$ cat config.mk
export PLATFORM = sky130hd
export DESIGN_NAME = dfe_stage_monitor
export DESIGN_NICKNAME = d
export VERILOG_FILES = /design/src/rtl/dfe_stage_monitor.sv
export SDC_FILE = /design/constraint.sdc
export NUM_CORES = 1
export LEC_CHECK = 0
export CORE_UTILIZATION = 40
export DETAILED_ROUTE_END_ITERATION = 12
export PLACE_DENSITY = 0.65
export SYNTH_ARGS = -nofsm -noshare
export SYNTH_HDL_FRONTEND = slang
export SYNTH_SLANG_ARGS = --single-unit
$ cat constraint.sdc
create_clock -name clk -period 19.9 [get_ports clk]
set_input_delay 1.99 -clock clk [delete_from_list [all_inputs] [get_ports clk]]
set_output_delay 1.99 -clock clk [all_outputs]
set_load 0.01 [all_outputs]
$ cat src/rtl/dfe_stage_monitor.sv
// dfe_stage_monitor
//   N-stage observation block for the DFE datapath. Tracks per-stage
//   overflow/underflow activity with sticky flags and saturating counters,
//   and captures a triggered window of one stage's samples into an internal
//   buffer that can be read back by address.
//
// Ports
//   clk, rst        system clock, synchronous active-high reset
//   stage_valid     per-stage sample strobe
//   stage_data      per-stage signed sample
//   stage_ovf/unf   per-stage overflow / underflow pulses
//   cap_sel         stage to capture
//   cap_mode        00 immediate, 01 ovf|unf, 10 |data|>=cap_thr, 11 as 00
//   cap_thr         unsigned magnitude threshold
//   cap_len         samples to capture (0 or >CAP_DEPTH means CAP_DEPTH)
//   cap_arm         arm pulse, cap_abort abort pulse
//   cnt_clr         clear all counters and sticky flags
//   rd_sel          stage whose counters are read (registered)
//   rd_addr         capture buffer read address (registered)
//   cap_state       00 IDLE, 01 ARMED, 10 CAPTURE, 11 DONE
//   cap_count       samples written in the current/last capture
//   rd_data         buffer word at previous rd_addr
//   rd_ovf_cnt/unf  counters of previous rd_sel
//   sticky_ovf/unf  sticky event flags
//   cap_done        one-cycle pulse on entry to DONE
module dfe_stage_monitor #(
    parameter int DATA_WIDTH = 16,
    parameter int NUM_STAGES = 4,
    parameter int CNT_WIDTH  = 16,
    parameter int CAP_DEPTH  = 64,
    parameter int SEL_W      = $clog2(NUM_STAGES),
    parameter int CAP_AW     = $clog2(CAP_DEPTH)
) (
    input  logic                                   clk,
    input  logic                                   rst,
    input  logic [NUM_STAGES-1:0]                  stage_valid,
    input  logic [NUM_STAGES-1:0][DATA_WIDTH-1:0]  stage_data,
    input  logic [NUM_STAGES-1:0]                  stage_ovf,
    input  logic [NUM_STAGES-1:0]                  stage_unf,
    input  logic [SEL_W-1:0]                       cap_sel,
    input  logic [1:0]                             cap_mode,
    input  logic [DATA_WIDTH-2:0]                  cap_thr,
    input  logic [CAP_AW:0]                        cap_len,
    input  logic                                   cap_arm,
    input  logic                                   cap_abort,
    input  logic                                   cnt_clr,
    input  logic [SEL_W-1:0]                       rd_sel,
    input  logic [CAP_AW-1:0]                      rd_addr,
    output logic [1:0]                             cap_state,
    output logic [CAP_AW:0]                        cap_count,
    output logic [DATA_WIDTH-1:0]                  rd_data,
    output logic [CNT_WIDTH-1:0]                   rd_ovf_cnt,
    output logic [CNT_WIDTH-1:0]                   rd_unf_cnt,
    output logic [NUM_STAGES-1:0]                  sticky_ovf,
    output logic [NUM_STAGES-1:0]                  sticky_unf,
    output logic                                   cap_done
);

    typedef enum logic [1:0] {
        S_IDLE    = 2'b00,
        S_ARMED   = 2'b01,
        S_CAPTURE = 2'b10,
        S_DONE    = 2'b11
    } cap_state_e;

    localparam logic [CAP_AW:0] DEPTH_L = (CAP_AW+1)'(CAP_DEPTH);
    localparam logic [CAP_AW:0] ONE_L   = (CAP_AW+1)'(1);
    localparam logic [CNT_WIDTH-1:0] CNT_ONE = CNT_WIDTH'(1);

    // ------------------------------------------------------------------
    // Per-stage event counters and sticky flags
    // ------------------------------------------------------------------
    logic [NUM_STAGES-1:0][CNT_WIDTH-1:0] ovf_cnt;
    logic [NUM_STAGES-1:0][CNT_WIDTH-1:0] unf_cnt;

    for (genvar g = 0; g < NUM_STAGES; g++) begin : g_stage
        // Clear has priority over a same-cycle event; counters stick at all-ones.
        always_ff @(posedge clk) begin
            if (rst || cnt_clr) begin
                ovf_cnt[g]    <= '0;
                unf_cnt[g]    <= '0;
                sticky_ovf[g] <= 1'b0;
                sticky_unf[g] <= 1'b0;
            end else begin
                if (stage_ovf[g]) begin
                    sticky_ovf[g] <= 1'b1;
                    if (~&ovf_cnt[g]) ovf_cnt[g] <= ovf_cnt[g] + CNT_ONE;
                end
                if (stage_unf[g]) begin
                    sticky_unf[g] <= 1'b1;
                    if (~&unf_cnt[g]) unf_cnt[g] <= unf_cnt[g] + CNT_ONE;
                end
            end
        end
    end

    // Registered counter read port; unpopulated select codes read zero.
    always_ff @(posedge clk) begin
        if (rst) begin
            rd_ovf_cnt <= '0;
            rd_unf_cnt <= '0;
        end else if (int'(rd_sel) < NUM_STAGES) begin
            rd_ovf_cnt <= ovf_cnt[rd_sel];
            rd_unf_cnt <= unf_cnt[rd_sel];
        end else begin
            rd_ovf_cnt <= '0;
            rd_unf_cnt <= '0;
        end
    end

    // ------------------------------------------------------------------
    // Capture configuration, latched on arm
    // ------------------------------------------------------------------
    cap_state_e               state_q, state_d;
    logic [SEL_W-1:0]         sel_q;
    logic [1:0]               mode_q;
    logic [DATA_WIDTH-2:0]    thr_q;
    logic [CAP_AW:0]          len_q;
    logic [CAP_AW:0]          count_q, count_d;
    logic                     done_d;
    logic                     latch_cfg;
    logic                     wr_en;
    logic [CAP_AW-1:0]        wr_addr;

    logic [CAP_AW:0]          eff_len;
    logic [SEL_W-1:0]         sel_in;

    assign eff_len = (cap_len == '0 || cap_len > DEPTH_L) ? DEPTH_L : cap_len;
    assign sel_in  = (int'(cap_sel) < NUM_STAGES) ? cap_sel : '0;

    always_ff @(posedge clk) begin
        if (rst) begin
            sel_q  <= '0;
            mode_q <= '0;
            thr_q  <= '0;
            len_q  <= '0;
        end else if (latch_cfg) begin
            sel_q  <= sel_in;
            mode_q <= cap_mode;
            thr_q  <= cap_thr;
            len_q  <= eff_len;
        end
    end

    // ------------------------------------------------------------------
    // Selected stream and trigger condition
    // ------------------------------------------------------------------
    logic                  s_valid;
    logic [DATA_WIDTH-1:0] s_data;
    logic                  s_evt;
    logic [DATA_WIDTH-1:0] s_neg;
    logic [DATA_WIDTH-2:0] s_mag;
    logic                  trig;

    assign s_valid = stage_valid[sel_q];
    assign s_data  = stage_data[sel_q];
    assign s_evt   = stage_ovf[sel_q] | stage_unf[sel_q];
    assign s_neg   = -s_data;

    // Magnitude fits in DATA_WIDTH-1 bits; the most negative code has no
    // positive twin, so it clamps to the largest magnitude.
    always_comb begin
        s_mag = s_data[DATA_WIDTH-2:0];
        if (s_data[DATA_WIDTH-1]) begin
            if (s_data[DATA_WIDTH-2:0] == '0) s_mag = '1;
            else                               s_mag = s_neg[DATA_WIDTH-2:0];
        end
    end

    always_comb begin
        case (mode_q)
            2'b01:   trig = s_evt;
            2'b10:   trig = (s_mag >= thr_q);
            default: trig = 1'b1;
        endcase
    end

    // ------------------------------------------------------------------
    // Capture FSM
    // ------------------------------------------------------------------
    always_ff @(posedge clk) begin
        if (rst) begin
            state_q  <= S_IDLE;
            count_q  <= '0;
            cap_done <= 1'b0;
        end else begin
            state_q  <= state_d;
            count_q  <= count_d;
            cap_done <= done_d;
        end
    end

    always_comb begin
        state_d   = state_q;
        count_d   = count_q;
        done_d    = 1'b0;
        latch_cfg = 1'b0;
        wr_en     = 1'b0;
        wr_addr   = count_q[CAP_AW-1:0];
        if (cap_abort) begin
            // Abort keeps the partial count visible for software.
            state_d = S_IDLE;
        end else begin
            case (state_q)
                S_IDLE, S_DONE: begin
                    if (cap_arm) begin
                        latch_cfg = 1'b1;
                        count_d   = '0;
                        state_d   = S_ARMED;
                    end
                end
                S_ARMED: begin
                    if (s_valid && trig) begin
                        wr_en   = 1'b1;
                        wr_addr = '0;
                        count_d = ONE_L;
                        if (len_q == ONE_L) begin
                            state_d = S_DONE;
                            done_d  = 1'b1;
                        end else begin
                            state_d = S_CAPTURE;
                        end
                    end
                end
                S_CAPTURE: begin
                    if (s_valid) begin
                        wr_en   = 1'b1;
                        count_d = count_q + ONE_L;
                        if (count_d == len_q) begin
                            state_d = S_DONE;
                            done_d  = 1'b1;
                        end
                    end
                end
                default: state_d = S_IDLE;
            endcase
        end
    end

    assign cap_state = state_q;
    assign cap_count = count_q;

    // ------------------------------------------------------------------
    // Capture buffer: contents are not reset, only the read register is.
    // ------------------------------------------------------------------
    logic [DATA_WIDTH-1:0] mem [CAP_DEPTH];

    always_ff @(posedge clk) begin
        if (wr_en) mem[wr_addr] <= s_data;
    end

    always_ff @(posedge clk) begin
        if (rst) rd_data <= '0;
        else     rd_data <= mem[rd_addr];
    end

endmodule

==> run summary, run 1 <==
outcome = complete, but fails checks
failing checks = DRC
sequential power share = 50.8%
# IOs = 181
layout cells sized above 1 = 21.85%
crit-path max cell delay = 0.84 ns
vias = 26210
commonest non-fill, non-tap cell in the layout = edfxtp_1
crit-path most repeated cell = buf_4
Core ar. = 0.1240 sq mm
Post-CTS Setup Inserts = 0
Post-synth top flop = edfxtp_1
Crit Path Class = in -> reg
initial antenna violation count = 12
cell count after synthesis = 2778
area leader, netlist = edfxtp_1
RSZ-0062 raised after global routing = false
wire length of the first global-routing pass = 177.5 mm
Crit path arrival time = 8.29 ns
Clk Latency, worst-skew pair = 0.76 ns
final-report hold violation count = 0
number of global-route vias before repair = 26190
Max Cap Viol = 0
largest net degree at the start of global routing = 123
Routability Congestion = 0.8346
internal power = 4.384 mW
Die Ht = 355.7 um
setup violators final = 0
Synthesis Warnings = 0
Synth top area share = 61.45%
CP max-delay cell = nor2_2
hold buffer count at cts = 0
CTS sink cnt = 1244
min Tclk post-route = 7.919 ns
Pre-Repair DR Iteration Count = 9
FMAX = 126.3 MHz
DR iter-0 viols = 2747
Initial Utilization = 40.37%
Std-Cell Rows = 129
Reg clk slew, reported paths = 0.06 ns
DP HPWL = 75.49 mm
cts repair resizes = 0
Tot GR Track Use = 19.37%
Worst Path Required = 20.27 ns
Min-Delay Path Class = reg -> reg
CTS H-tree lvls = 4
syn avg cell area = 18.01 sq um
sequential area share after synthesis = 70.25%
post-route clock period utilization = 39.80%
drt via density = 5.501
Die ar. = 0.1265 sq mm
max_slew headroom = 20.54%
CTS tree = done
Final Non-Filler Cells = 4765
CTS Root Cell = clkbuf_16
WL per Instance = 25.48 um
wl on met1 = 50.56 mm
Synth-to-Final Area Change = 16.30%
clock skew = 0.04181 ns
Max Root-Sink Buffers = 3
Worst-Margin Slew = 1.191 ns
highest metal used = met5
clock share of power = 42.9%
Die X = 355.7 um
Num CTS Buffers = 131
drt total wl = 121.4 mm
Post-synth EDFFs = 1024
Seq cells post-synth = 1244
gr ovfl total = 0
final max-slew violation count = 0
Routed Antenna Nets = 0
worst vdd ir = 0.08185 mV
Crit Path Max Fanout = 67
dpl cells = 4527
metal2 WL = 57.43 mm
Synth cell types = 73
Post-Syn Nets = 2922
WL met3 = 9.808 mm
Synth async-reset ratio = 0%
mapped cell area = 0.05004 sq mm
drt drc = 8
Logic pwr share = 6.2%
port bufs = 180
kind of start point of the critical path = primary input
Pwr Density = 96.82 mW/mm^2
most frequent cells in the layout = edfxtp_1 (1024), mux4_2 (369), nor2_1 (221)
largest cells by area after synthesis = edfxtp_1 (61%), mux4_2 (16%), dfxtp_1 (8.8%)
setup_tns = 0 ns
Switching Share = 22.19%
CP Cell Sequence = clkdlybuf4s50_1 > mux4_2 > buf_4 > or3_1 > or2_1 > nor3_2 > nand2b_1 > o21ai_0 > o21ai_1 > ha_1 > a21o_1 > a211o_1 > a41o_1 > a22oi_1 > nand2_1 > a311o_2 > buf_4 > nor2_2
LEAKAGE = 18.24 nW
crit end category = flip-flop
nets@finish = 3167
net switching power = 1.250 mW
-- path summary, 6_finish.rpt --
check	startpoint	end	slack (ns)	depth (start not counted)
setup / recovery	stage_data[61]	mem[45][2]	11.98	18
hold / removal	thr_q[11]	thr_q[11]	0.45	2
setup reg to reg	sel_q[1]	mem[45][2]	12.88	18
hold reg to reg	thr_q[11]	thr_q[11]	0.45	2
-- layout make-up --
type | count | area, sq um
diodes | 7 | 17.52
clock buffers | 169 | 3522
clock inverters | 62 | 737.0
fillers | 10400 | 65770
inverters | 42 | 157.7
multi-input cells | 1358 | 14250
flip-flops and latches | 1244 | 35150
well taps | 1637 | 2048
repair buffers | 246 | 2310
-- kinds of logic (layout without fill, tap and decap cells) --
group	count (synthesis)	in the layout	share of synthesized area, %
adder cells (fa/ha/maj)	29	29	0.7251
AND/OR/NAND/NOR	657	657	6.164
AO/OA/AOI/OAI	146	146	1.885
other	0	7	0
buffers and inverters	176	519	1.440
XOR/XNOR	110	110	1.925
flip-flops	1244	1244	70.25
multiplexers	416	416	17.61
-- power groups by stage --
stage          clock network, mW  logic (mW)  registers, mW
2_1_floorplan                  0       0.198           2.92
3_3_place_gp                   0       0.353           2.92
3_5_place_dp                   0       0.356           2.92
4_1_cts                     2.46       0.357           2.86
5_1_grt                     2.56       0.375           2.86
6_report                    2.42       0.352           2.86
-- per-stage QoR --
step                total power [mW]  utilization (%)  hold WS, ns  worst slack, ns  area, sq um
floorplan                      3.117                -       0.4363            11.72        50040
global placement               3.270            43.50       0.4461            11.32        53920
detailed placement             3.274            43.50       0.4475            11.21        53920
CTS                            5.684            46.93       0.4558            11.99        58180
global route                   5.798            46.94       0.4766            11.69        58190
finish                         5.634            46.95       0.4543            11.98        58190
-- synth_stat cells, types with 21 or more instances --
| cell type | number |
|---|---|
| edfxtp_1 | 1024 |
| mux4_2 | 366 |
| nor2_1 | 255 |
| dfxtp_1 | 220 |
| nand2_1 | 149 |
| clkbuf_1 | 85 |
| xor2_1 | 61 |
| nand3_1 | 59 |
| a21oi_1 | 50 |
| xnor2_1 | 49 |
| mux2i_1 | 44 |
| inv_1 | 42 |
| and2_1 | 40 |
| nand4_1 | 31 |
| ha_1 | 29 |
| nor3_1 | 25 |
| buf_2 | 24 |
| o21ai_0 | 21 |
-- sequential cells by signal, summed over array words and instances, names as in the netlist, 4 cells and up --
signal / cells
rd_ovf_cnt: 16
cap_count: 7
thr_q: 15
rd_unf_cnt: 16
mem: 1024
unf_cnt: 64
sticky_unf: 4
rd_data: 16
ovf_cnt: 64
len_q: 7
sticky_ovf: 4
-- worst max-delay path: cells and delay by family --
kind	cells	cell delay (ns)
AOI/OAI and AO/OA	7	1.79
adders and majority gates	1	0.26
buffers and inverters	3	1.04
muxes	1	0.49
and+or+nand+nor	6	2.64
-- routing by layer --
layer  vias up  global-route usage, %
li1      11530                      -
met1     13530                  26.24
met2       958                  30.37
met3       189                  4.932
met4         4                  6.724
met5         -                      0
No activity file was read; power rests on OpenSTA's default activity.
==> run 2, diff against run 1 <==
- clock period: 19.9 -> 7.3 ns (I/O delays scaled with it)
==> run 2 against run 1 <==
  * The run still ends with DRC left
  * Hold slack lost 0.00085 ns
  * Flip-flop and latch count did not move
  * Sequential share of layout area down 0.29 points
  * Total power increased to 2.7 times the previous value
  * Sequential power rose to 2.7 times the previous value
  * Count of clock-buffer cells in the layout rose by 3
  * Setup slack got worse by 11 ns
  * Clock skew is 0.0096 ns lower
  * Die area is the same
  * Design area up 0.48%
  * Via count rose by 1.8%
  * Combinational power grew to 2.8 times the previous value
  * Largest power group unchanged
==> run summary, run 2 (same netlist as run 1, synthesis figures left out) <==
Pre-Repair DR Iteration Count = 9 (unchanged)
outcome = complete, but fails checks
clock skew = 0.03219 ns (-0.009618 ns)
Die X = 355.7 um (unchanged)
number of global-route vias before repair = 26170 (-0.088%)
drt drc = 4 (-4)
Reg clk slew, reported paths = 0.06 ns (about the same)
Core ar. = 0.1240 sq mm (unchanged)
max_slew headroom = 19.21% (-1.3 points)
CTS Root Cell = clkbuf_16
Worst Path Required = 7.64 ns (-12.63 ns)
CTS tree = done
failing checks = DRC
Routability Congestion = 0.8416 (+0.84%)
Reg with most FFs = mem
Die ar. = 0.1265 sq mm (unchanged)
dpl cells = 4563 (+0.80%)
Largest regs = mem: 1024 flops, ovf_cnt: 64 flops, unf_cnt: 64 flops
final instance area = 0.05847 sq mm (+0.48%)
kind of start point of the critical path = flip-flop
Largest register FFs = 1024 (unchanged)
worst vdd ir = 0.2371 mV (+190%)
Tot GR Track Use = 19.70% (+0.34 points)
Min-Delay Path Class = reg -> reg
Initial Utilization = 40.37% (unchanged)
LEAKAGE = 18.45 nW (+1.2%)
nets@finish = 3206 (+1.2%)
DP HPWL = 76.74 mm (+1.7%)
final core utilization = 47.17% (+0.22 points)
hold buffer count at cts = 0 (unchanged)
drt total wl = 123.7 mm (+1.9%)
wire length of the first global-routing pass = 181.5 mm (+2.2%)
Std-Cell Rows = 129 (unchanged)
port bufs = 180 (unchanged)
RSZ-0062 raised after global routing = false
dpl cell area = 0.05423 sq mm (+0.59%)
Synth-to-Final Area Change = 16.85%
most frequent cells in the layout = edfxtp_1 (1024), mux4_2 (370), nor2_1 (221)
post-route clock period utilization = 87.01%
Max Root-Sink Buffers = 3 (unchanged)
Num CTS Buffers = 134 (+2.3%)
Final Non-Filler Cells = 4806 (+0.86%)
DR iter-0 viols = 2747 (unchanged)
FMAX = 157.4 MHz
Crit path arrival time = 6.70 ns (-1.59 ns)
crit end category = flip-flop
Max Cap Viol = 0 (unchanged)
# IOs = 181 (unchanged)
vias = 26690 (+1.8%)
WL per Instance = 25.74 um (+1.0%)
Clk Latency, worst-skew pair = 0.76 ns (about the same)
commonest non-fill, non-tap cell in the layout = edfxtp_1
Die Ht = 355.7 um (unchanged)
final-report hold violation count = 0 (unchanged)
Routed Antenna Nets = 0 (unchanged)
CTS sink cnt = 1244 (unchanged)
Pwr Density = 261.7 mW/mm^2 (+170%)
Crit Path Max Fanout = 32 (-52%)
cts repair resizes = 0 (unchanged)
CTS H-tree lvls = 4 (unchanged)
min Tclk post-route = 6.352 ns
Post-CTS Setup Inserts = 0 (unchanged)
initial antenna violation count = 8 (-4)
setup violators final = 0 (unchanged)
layout cells sized above 1 = 22.88% (+1.0 points)
Fillers = 10390 (-0.077%)
largest net degree at the start of global routing = 98 (-20%)
gr ovfl total = 0 (unchanged)
drt via density = 5.553 (+0.95%)
setup_tns = 0 ns (unchanged)
Worst-Margin Slew = 1.201 ns (+0.01010 ns)
Crit Path Class = reg -> reg
final max-slew violation count = 0 (unchanged)
run 2: cell count changes in the layout (fill, tap and decap cells not counted), sizes merged:
cell,change
clkbuf,+3
bufinv,-4
diode,-3
inv,+1
clkinv,+11
clkinvlp,-3
buf,+36
run 2: area by class of cell:
cell class	count	area, sq um	share of cell area [%]
clock inverters	67	649.4	1.111
clock buffers	172	3577	6.118
flip-flops and latches	1244	35150	60.12
multi-input cells	1358	14240	24.36
repair buffers	282	2630	4.498
diodes	4	10.01	0.01712
well taps	1637	2048	3.503
inverters	42	157.7	0.2696
run 2: routing by layer:
layer	part of all wire, %	up-vias	global-route usage [%]	wire, um
met1	42	13970	27.80	52570
met5	0.011	-	0	13
met4	1.9	2	5.009	2334
met2	49	948	31.58	60130
li1	-	11620	-	-
met3	7.0	151	3.601	8645
run 2: worst paths after layout:
path | from | to | slack, ns | cells after the start
worst max-delay path | sel_q[0] | mem[54][15] | 0.95 | 17
worst min register to register | thr_q[12] | thr_q[12] | 0.45 | 2
worst max register to register | sel_q[0] | mem[54][15] | 0.95 | 17
worst min-delay path | thr_q[12] | thr_q[12] | 0.45 | 2
run 2: power by group:
part           switching (mW)  internal (mW)
Combinational           0.605          0.367
Sequential             0.0153           7.79
Clock                    2.81           3.72
run 2: per-stage QoR:
stage	total power, mW	hold WS [ns]	worst slack, ns
floorplan	8.498	0.4363	0.3817
global route	15.76	0.4730	0.6512
global placement	8.928	0.4447	0.5741
CTS	15.44	0.4568	0.8997
detailed placement	8.942	0.4491	0.5724
finish	15.30	0.4534	0.9480
run 2: critical path: stages (launching register included):
cell	delay [ns]
dfxtp_1	0.52
buf_12	0.23
mux4_2	0.52
or3_1	0.43
or2_1	0.25
nor3_2	0.16
buf_4	0.20
nand2b_1	0.16
o21ai_0	0.10
o21ai_1	0.13
ha_1	0.27
a21o_1	0.16
a211o_1	0.28
a41o_1	0.21
a22oi_1	0.41
nand2_1	0.22
a311o_2	0.78
nor2_2	0.86
==> variant, RTL diff (config.mk and constraints of run 2) <==
`CAP_DEPTH`: 64 -> 32.
--- a/src/rtl/dfe_stage_monitor.sv
+++ b/src/rtl/dfe_stage_monitor.sv
@@ -27,7 +27,7 @@
     parameter int DATA_WIDTH = 16,
     parameter int NUM_STAGES = 4,
     parameter int CNT_WIDTH  = 16,
-    parameter int CAP_DEPTH  = 64,
+    parameter int CAP_DEPTH  = 32,
     parameter int SEL_W      = $clog2(NUM_STAGES),
     parameter int CAP_AW     = $clog2(CAP_DEPTH)
 ) (
Interface: changed (resized cap_count, cap_len and rd_addr); port bits go from 181 to 178. No check against the original RTL was run, so the function may have changed too.
==> variant against run 2 <==
Wire length is 38% lower; area after synthesis is 39% lower; worst hold slack hardly changed; via count is 32% lower; total power is 41% lower; cell area is 39% lower; die area is 39% lower; setup slack better by 0.065 ns; critical path depth is 2 higher; sequential cell count is 514 lower; sequential share of layout area is 5.2 points lower.
==> variant: results (changes against run 2) <==
metric;value;unit;change
HPWL after detailed placement;51.9;mm;-32%
vias in the first global route;18123;;-31%
worst clock skew on the final layout;0.0336;ns;+0.00144 ns
FP Rows;100;;-22%
cts bufs inserted;75;;-44%
number of ordinary inverters in the final layout;45;;+7.1%
DRT met1 WL;32.4;mm;-38%
net count after synthesis;2121;;-27%
Crit Path Max Fanout;20;;-38%
Detailed Routing Iterations Pass 1;5;;-4
clock network latency to the later pin of the worst-skew pair;0.62;ns;-0.14 ns
top cells by area in the synthesized netlist;sky130_fd_sc_hd__edfxtp_1, sky130_fd_sc_hd__mux4_2, sky130_fd_sc_hd__dfxtp_1, sky130_fd_sc_hd__nor2_1, sky130_fd_sc_hd__xor2_1;;
post-detailed-route via-to-cell ratio;5.61;;+1.1%
P&R area growth vs syn;18.2;%;
fin cells;3237;;-33%
Regs by FF count;mem: 512 flops, ovf_cnt: 64 flops, unf_cnt: 64 flops;;
sequential cell count of the final layout;730;;-41%
Antenna Cells;0;;-4
Leak Pwr;11.7;nW;-37%
buffer levels on the longest clock path;3;;unchanged
area taken by flip-flops and latches;19700;sq um;-44%
placed inst area;33500;sq um;-38%
fraction of cell area in non-clock buffers;0.0624;;+0.0174
wire length of the first global-routing pass;115;mm;-36%
wire per inst;23.7;um;-7.8%
result of the run;finished clean;;
Routed met3 length;5.57;mm;-36%
antenna violations before repair;6;;-2
maximum ir drop on the vdd rail;0.173;mV;-27%
Clock Power Share;0.429;;+0.002
worst setup slack before clock tree synthesis;1.09;ns;+0.516 ns
slowest stage delay, CP;0.92;ns;+0.06 ns
Multi-Input Combinational;1113;;-18%
most instantiated cells after synthesis;sky130_fd_sc_hd__edfxtp_1, sky130_fd_sc_hd__dfxtp_1, sky130_fd_sc_hd__nor2_1;;
iteration-0 DRC count of the detailed router;1555;;-43%
Non-clock buffers;243;;-14%
synth unique cells;71;;-2.7%
cell count after synthesis;1979;;-29%
maximum number of pins on one net before global-route repair;73;;-26%
Inst Count DP;3100;;-32%
met2 wire length;37.2;mm;-38%
Clock buffer cells;98;;-43%
sequential-to-total area share from yosys stat;0.649;;-0.0534
GRT Overall Usage;0.199;;+0.00225
Fill cells;6332;;-39%
share of layout cells above drive strength 1;0.177;;-0.0519
final estimated routing congestion in global placement;0.864;;+2.7%
number of buffers added on ports;177;;-1.7%
footprint of the multi-input gates;10100;sq um;-29%
clk tree area frac;0.0688;;-0.00349
switching power total;0.00196;W;-43%
total number of H-tree levels;3;;-1
Post-synth EDFFs;512;;-50%
Critical Path AT;6.58;ns;-0.12 ns
power consumed by sequential cells;0.00451;W;-42%
variant: final timing paths:
kind,start,endpoint,slack [ns],cells after the start
max reg2reg,sel_q[0]$_SDFFE_PP0P_,mem[2][8]$_DFFE_PP_,1.01,19
min,thr_q[14]$_SDFFE_PP0P_,thr_q[14]$_SDFFE_PP0P_,0.45,2
max,sel_q[0]$_SDFFE_PP0P_,mem[2][8]$_DFFE_PP_,1.01,19
min reg2reg,thr_q[14]$_SDFFE_PP0P_,thr_q[14]$_SDFFE_PP0P_,0.45,2
variant: logic make-up after synthesis:
kind of cell               share of synthesized area
DFF                                            0.649
adders and majority gates                     0.0119
xor gates and xnor gates                      0.0268
and+or+nand+nor                               0.0968
buffers and inverters                         0.0185
AOI/OAI and AO/OA                             0.0321
muxes                                          0.165
variant: per-layer routing:
metal,track usage,vias to the layer above
met1,0.272,9298
met2,0.326,666
met4,0.0506,2
li1,-,8083
met3,0.0403,116
met5,0,-
